**config.mk**
```make
export PLATFORM = sky130hd
export DESIGN_NAME = bitcoin_hash_axis
export DESIGN_NICKNAME = d
export VERILOG_FILES = /design/src/rtl/bitcoin_hash_axis.sv
export SDC_FILE = /design/constraint.sdc
export NUM_CORES = 2
export LEC_CHECK = 0
export CAP_MARGIN = 20
export CORE_ASPECT_RATIO = 1.5
export CORE_MARGIN = 2
export CORE_UTILIZATION = 42
export DETAILED_ROUTE_END_ITERATION = 6
export HOLD_SLACK_MARGIN = 0.12
export SYNTH_ARGS = -nofsm -noshare
export SYNTH_HDL_FRONTEND = slang
export SYNTH_SLANG_ARGS = --single-unit
```
**constraint.sdc**
```tcl
create_clock -name aclk -period 15.7 [get_ports aclk]
set_input_delay 4.71 -clock aclk [delete_from_list [all_inputs] [get_ports aclk]]
set_output_delay 4.71 -clock aclk [all_outputs]
set_load 0.01 [all_outputs]
```
**src/rtl/bitcoin_hash_axis.sv**
```systemverilog
`default_nettype none
// ============================================================================
// Module  : bitcoin_hash_axis
// Brief   : AXI-Stream Bitcoin header double-SHA-256 engine, one round/cycle.
// Revision: 1.0
// ============================================================================
module bitcoin_hash_axis (
    input  logic        aclk,
    input  logic        aresetn,
    input  logic [31:0] s_axis_tdata,
    input  logic        s_axis_tvalid,
    output logic        s_axis_tready,
    input  logic        s_axis_tlast,
    output logic [31:0] m_axis_tdata,
    output logic        m_axis_tvalid,
    input  logic        m_axis_tready,
    output logic        m_axis_tlast
);

    localparam logic [2:0] c_LOAD = 3'd0;
    localparam logic [2:0] c_H1B0 = 3'd1;
    localparam logic [2:0] c_H1B1 = 3'd2;
    localparam logic [2:0] c_H2   = 3'd3;
    localparam logic [2:0] c_OUT  = 3'd4;

    localparam logic [31:0] c_IV [0:7] = '{
        32'h6a09e667, 32'hbb67ae85, 32'h3c6ef372, 32'ha54ff53a,
        32'h510e527f, 32'h9b05688c, 32'h1f83d9ab, 32'h5be0cd19};

    localparam logic [31:0] c_K [0:63] = '{
        32'h428a2f98, 32'h71374491, 32'hb5c0fbcf, 32'he9b5dba5, 32'h3956c25b, 32'h59f111f1, 32'h923f82a4, 32'hab1c5ed5,
        32'hd807aa98, 32'h12835b01, 32'h243185be, 32'h550c7dc3, 32'h72be5d74, 32'h80deb1fe, 32'h9bdc06a7, 32'hc19bf174,
        32'he49b69c1, 32'hefbe4786, 32'h0fc19dc6, 32'h240ca1cc, 32'h2de92c6f, 32'h4a7484aa, 32'h5cb0a9dc, 32'h76f988da,
        32'h983e5152, 32'ha831c66d, 32'hb00327c8, 32'hbf597fc7, 32'hc6e00bf3, 32'hd5a79147, 32'h06ca6351, 32'h14292967,
        32'h27b70a85, 32'h2e1b2138, 32'h4d2c6dfc, 32'h53380d13, 32'h650a7354, 32'h766a0abb, 32'h81c2c92e, 32'h92722c85,
        32'ha2bfe8a1, 32'ha81a664b, 32'hc24b8b70, 32'hc76c51a3, 32'hd192e819, 32'hd6990624, 32'hf40e3585, 32'h106aa070,
        32'h19a4c116, 32'h1e376c08, 32'h2748774c, 32'h34b0bcb5, 32'h391c0cb3, 32'h4ed8aa4a, 32'h5b9cca4f, 32'h682e6ff3,
        32'h748f82ee, 32'h78a5636f, 32'h84c87814, 32'h8cc70208, 32'h90befffa, 32'ha4506ceb, 32'hbef9a3f7, 32'hc67178f2};

    function automatic logic [31:0] f_rotr(input logic [31:0] x, input int n);
        return (x >> n) | (x << (32 - n));
    endfunction

    function automatic logic [31:0] f_bswap(input logic [31:0] x);
        return {x[7:0], x[15:8], x[23:16], x[31:24]};
    endfunction

    logic [2:0]  r_state;
    logic [2:0]  w_next;
    logic [4:0]  r_cnt;
    logic [6:0]  r_rnd;
    logic [2:0]  r_ocnt;
    logic [31:0] r_hdr [0:19];
    logic [31:0] r_w   [0:15];
    logic [31:0] r_hc  [0:7];
    logic [31:0] r_v   [0:7];
    logic [31:0] w_sum [0:7];
    logic [31:0] w_nblk[0:15];

    logic        w_accept, w_last_beat, w_hashing, w_ff, w_ohs, w_olast;
    logic [31:0] w_s1, w_ch, w_t1, w_s0, w_maj, w_t2, w_sg0, w_sg1, w_wnew;
    logic        w_unused;

    assign w_unused    = s_axis_tlast;
    assign w_accept    = s_axis_tvalid && s_axis_tready;
    assign w_last_beat = w_accept && (r_cnt == 5'd19);
    assign w_hashing   = (r_state == c_H1B0) || (r_state == c_H1B1) || (r_state == c_H2);
    assign w_ff        = w_hashing && (r_rnd == 7'd64);
    assign w_ohs       = (r_state == c_OUT) && m_axis_tready;
    assign w_olast     = w_ohs && (r_ocnt == 3'd7);

    // Round logic: r_v holds a..h, r_w[0] is W[t] of a sliding 16-word schedule
    assign w_s1  = f_rotr(r_v[4], 6) ^ f_rotr(r_v[4], 11) ^ f_rotr(r_v[4], 25);
    assign w_ch  = (r_v[4] & r_v[5]) ^ (~r_v[4] & r_v[6]);
    assign w_t1  = r_v[7] + w_s1 + w_ch + c_K[r_rnd[5:0]] + r_w[0];
    assign w_s0  = f_rotr(r_v[0], 2) ^ f_rotr(r_v[0], 13) ^ f_rotr(r_v[0], 22);
    assign w_maj = (r_v[0] & r_v[1]) ^ (r_v[0] & r_v[2]) ^ (r_v[1] & r_v[2]);
    assign w_t2  = w_s0 + w_maj;
    assign w_sg0 = f_rotr(r_w[1], 7) ^ f_rotr(r_w[1], 18) ^ (r_w[1] >> 3);
    assign w_sg1 = f_rotr(r_w[14], 17) ^ f_rotr(r_w[14], 19) ^ (r_w[14] >> 10);
    assign w_wnew = w_sg1 + r_w[9] + w_sg0 + r_w[0];

    always_comb begin
        for (int i = 0; i < 8; i++) begin
            w_sum[i] = r_hc[i] + r_v[i];
        end
    end

    // Message block loaded when the current state finishes its compression
    always_comb begin
        for (int i = 0; i < 16; i++) begin
            w_nblk[i] = r_hdr[i];
        end
        case (r_state)
            c_H1B0: begin
                for (int i = 0; i < 16; i++) begin
                    w_nblk[i] = 32'h0;
                end
                for (int i = 0; i < 4; i++) begin
                    w_nblk[i] = r_hdr[16 + i];
                end
                w_nblk[4]  = 32'h8000_0000;
                w_nblk[15] = 32'd640;
            end
            c_H1B1: begin
                for (int i = 0; i < 16; i++) begin
                    w_nblk[i] = 32'h0;
                end
                for (int i = 0; i < 8; i++) begin
                    w_nblk[i] = w_sum[i];
                end
                w_nblk[8]  = 32'h8000_0000;
                w_nblk[15] = 32'd256;
            end
            default: ;
        endcase
    end

    always_ff @(posedge aclk) begin
        if (!aresetn) begin
            r_state <= c_LOAD;
        end else begin
            r_state <= w_next;
        end
    end

    always_comb begin
        w_next = r_state;
        case (r_state)
            c_LOAD: if (w_last_beat) w_next = c_H1B0;
            c_H1B0: if (w_ff)        w_next = c_H1B1;
            c_H1B1: if (w_ff)        w_next = c_H2;
            c_H2:   if (w_ff)        w_next = c_OUT;
            c_OUT:  if (w_olast)     w_next = c_LOAD;
            default:                 w_next = c_LOAD;
        endcase
    end

    always_comb begin
        s_axis_tready = aresetn && (r_state == c_LOAD);
        m_axis_tvalid = (r_state == c_OUT);
        m_axis_tlast  = (r_state == c_OUT) && (r_ocnt == 3'd7);
        m_axis_tdata  = (r_state == c_OUT) ? f_bswap(r_hc[r_ocnt]) : 32'h0;
    end

    always_ff @(posedge aclk) begin
        if (!aresetn) begin
            r_cnt  <= 5'd0;
            r_rnd  <= 7'd0;
            r_ocnt <= 3'd0;
        end else begin
            if (w_accept) begin
                r_hdr[r_cnt] <= f_bswap(s_axis_tdata);
                r_cnt        <= (r_cnt == 5'd19) ? 5'd0 : r_cnt + 5'd1;
            end
            if (w_last_beat) begin
                r_rnd <= 7'd0;
                for (int i = 0; i < 16; i++) begin
                    r_w[i] <= w_nblk[i];
                end
                for (int i = 0; i < 8; i++) begin
                    r_hc[i] <= c_IV[i];
                    r_v[i]  <= c_IV[i];
                end
            end else if (w_hashing) begin
                if (w_ff) begin
                    // Feed-forward cycle also seeds the next compression
                    r_rnd <= 7'd0;
                    for (int i = 0; i < 16; i++) begin
                        r_w[i] <= w_nblk[i];
                    end
                    for (int i = 0; i < 8; i++) begin
                        r_hc[i] <= (r_state == c_H1B1) ? c_IV[i] : w_sum[i];
                        r_v[i]  <= (r_state == c_H1B1) ? c_IV[i] : w_sum[i];
                    end
                end else begin
                    r_rnd  <= r_rnd + 7'd1;
                    r_v[0] <= w_t1 + w_t2;
                    r_v[1] <= r_v[0];
                    r_v[2] <= r_v[1];
                    r_v[3] <= r_v[2];
                    r_v[4] <= r_v[3] + w_t1;
                    r_v[5] <= r_v[4];
                    r_v[6] <= r_v[5];
                    r_v[7] <= r_v[6];
                    for (int i = 0; i < 15; i++) begin
                        r_w[i] <= r_w[i + 1];
                    end
                    r_w[15] <= w_wnew;
                end
            end
            if (w_ohs) begin
                r_ocnt <= r_ocnt + 3'd1;
            end
        end
    end

endmodule
`default_nettype wire

```
==> results_dict.tcl <==
set metrics [dict create \
    whs_endpoint "r_w[6][22]" \
    grt_pass1_wl_microns 498000 \
    post_cts_resized 0 \
    post_cts_buffers 0 \
    ff2ff_path_depth 39 \
    worst_ep_required_time_ps 10990 \
    die_width_microns 390 \
    grtUsageTotal_pct 30.8 \
    htree_levels 4 \
    yosysSeqAreaShare_pct 53.7 \
    hold_viol 0 \
    setup_tns_ps 0 \
    comb_power_share_pct 0.8 \
    die_h_microns 583 \
    row_count 212 \
    synth.distinct_cells 94 \
    die_area_sq_um 227000 \
    crit_arrival_ps 6920 \
    grt.overflow.total 0 \
    initial_core_util_pct 42.2 \
    utilization_pct 46.7 \
    fmax_mhz 86.0 \
    worstHoldPathType "reg2reg" \
    drt_pass1_iterations 7 \
    clk_pin_slew_ps 70 \
    cts_num_sinks 1685 \
    yosys_warnings 0 \
    vdd_drop_max_mv 0.0780 \
    tritoncts "done" \
    drcViolationCount 1 \
    gp_congestion 1.03 \
    grt_max_degree 181 \
    syn_avg_cell_area_sq_um 11.4 \
    ioPinCount 72 \
    vias_per_cell 6.10 \
    clock_latency_ps 870 \
    worst-path-max-fanout 11 \
    r2r-end "r_v[0][30]" \
    cp-end-kind "output pin" \
    finalMaxSlewViolations 0 \
    p_leak_nw 38.6 \
    worst_pin_slew_ps 1240 \
    num_vias 68200 \
    cts_inserted_buffers 174 \
    routedWlPerCell_microns 31.8 \
    cts_root_buf "clkbuf_16" \
    drt_iter0_drc 7083 \
    synth-async-reset-ratio_pct 0 \
    maxCapViolCount 0 \
    fill_cells 20100 \
    setup_viol 0 \
    period_share_pct 74.1 \
    worstReg2RegStart "r_rnd[0]" \
    r2r_slack_ps 4100 \
    max-clock-path-buffers 4 \
    relSlewSlack_pct 16.9 \
    hold_path_depth 2 \
    synth_cells 8202 \
    power_frac_seq_pct 53.2 \
    layout_min_cycle_time_ps 11630 \
    regArea_sq_um 50400 \
    antenna_found_initial 26 \
    rsz0062_at_grt "false" \
    p_int_mw 7.31 \
    dpl.hpwl_microns 263000 \
    p_switching_mw 1.90 \
    total_power_mw 9.21 \
    clkPwrFrac_pct 46.0 \
    drt-total-wl_microns 356000 \
    pwr_density_cell_nw_per_um2 88.7 \
    setup.worst_path.start "aresetn" \
    p_sw_share_pct 20.6 \
    grt_pass1_vias 67700 \
    syn-num-nets 8830 \
    multi_input_area_sq_um 40700 \
    core_area_sq_um 222000 \
    syn_area_sq_um 93800 \
    worstSetupPathType "in2out" \
    finClkSkew_ps 63.4 \
    cp-start-kind "primary input" \
    synth_edf_count 1664 \
    drive_gt1_share_pct 7.71 \
    area_growth_pct 10.7 \
    io_buffers 70 \
    outcome "finished, violations left" \
    fin_nets 8792 \
    synth-seq-cells 1685 \
    postRouteAntennaNets 0 \
    synth_ff_type "edfxtp_1" \
    hold_buffers 0 \
    violations "DRC" \
    hold_start "r_w[7][22]" \
]
## how the worst max path moves through the flow
stage / end / slack (ps)
floorplan: r_v[1][100] / 1440
global placement: s_axis_tready / 4050
detailed placement: s_axis_tready / 4060
CTS: s_axis_tready / 4050
global route: s_axis_tready / 3870
finish: s_axis_tready / 4070
## stage by stage
stage               cells  hold slack (ps)  area [sq um]  worst slack [ps]
global placement    10900              488         98100              4050
finish              11200              496        104000              4070
floorplan            8202              484         93800              1440
global route        11200              521        104000              3870
CTS                 11200              500        104000              4050
detailed placement  10900              493         98100              4060
## layer usage
metal	global-route usage, %	vias up	share of wire [%]
met1	35.3	34500	36
met3	4.23	817	6.3
met4	21.6	2	8.3
li1	-	30100	-
met2	53.1	2849	50
met5	0	-	0.0037
## cell usage in the layout, fill, tap and decap left out, types with 33 or more instances in the layout
master and instances:
a211oi_1 60, a21o_1 264, a21oi_1 528, a221oi_1 119
a22oi_1 71, a31oi_1 118, and2_1 57, and3_1 56
buf_4 159, clkbuf_16 178, clkdlybuf4s50_1 70, clkinv_1 33
clkinv_2 36, edfxtp_1 1664, fa_1 195, ha_1 396
inv_1 317, mux2_2 43, mux2i_1 62, mux4_2 68
nand2_1 869, nand2b_1 68, nand3_1 327, nor2_1 641
nor2b_1 36, nor3_1 70, o211ai_1 39, o21a_1 167
o21ai_0 349, o21bai_1 60, o22ai_1 41, o31ai_1 42
or3_1 41, xnor2_1 410, xor2_1 198
## registers in the layout (all words and copies together) (netlist names), named ones only
| name | flops |
|---|---|
| r_v | 256 |
| r_cnt | 5 |
| r_rnd | 7 |
| r_hc | 256 |
| r_w | 512 |
| r_state | 3 |
| r_hdr | 640 |
| r_ocnt | 3 |
## worst max-delay path, stage by stage
cell	delay (ps)
clkdlybuf4s50_1	910
nand2b_1	200
nor3_1	310
clkdlybuf4s50_1	780
## synthesized netlist by cell type, types with 18 or more instances
cell	instances	area [sq um]
nor2_1	664	2490
nor2b_1	36	225
o31ai_1	42	315
mux4_2	68	1530
a311oi_1	18	158
or3_1	41	257
o21ai_0	349	1750
nand3_1	332	1660
a211oi_1	60	450
fa_1	195	3900
o21a_1	167	1250
mux2_2	43	484
clkbuf_1	414	1550
a22oi_1	71	533
a31oi_1	118	738
a21oi_1	528	2640
o21bai_1	60	450
or2_2	25	156
edfxtp_1	1664	50000
xor2_1	198	1730
o22ai_1	41	257
ha_1	396	4950
xnor2_1	410	3590
a21o_1	264	1980
buf_1	36	135
mux2i_1	62	621
o211ai_1	39	293
nor3_1	71	355
inv_1	319	1200
nand4_1	24	150
and2_1	57	357
nand2b_1	68	425
a221oi_1	119	1040
and3_1	56	350
dfxtp_1	21	420
a21boi_0	25	188
nand2_1	872	3270
## cell families after synthesis
logic type / synth area share (%)
buf+inv: 3.21
mux: 2.83
flops: 53.7
compound gates: 14.4
xor+xnor: 5.67
fa+ha+maj: 9.46
simple gates: 10.8
## power by group through the flow
| stage | registers [mW] | logic [mW] | clock network (mW) |
|---|---|---|---|
| 3_3_place_gp | 5.00 | 0.0668 | 0 |
| 2_1_floorplan | 5.00 | 0.0137 | 0 |
| 5_1_grt | 4.90 | 0.0785 | 4.44 |
| 4_1_cts | 4.90 | 0.0693 | 4.29 |
| 3_5_place_dp | 5.00 | 0.0691 | 0 |
| 6_report | 4.90 | 0.0743 | 4.23 |
## cell type report
class / instances / share of cell area [%]
Antenna cell: 10 / 0.0241
Sequential cell: 1685 / 48.5
Multi-Input combinational cell: 5728 / 39.2
Clock buffer: 194 / 4.29
Clock inverter: 108 / 1.06
Timing Repair Buffer: 252 / 2.25
Tap cell: 2889 / 3.48
Inverter: 323 / 1.17
(Power assumes the default switching activity.)
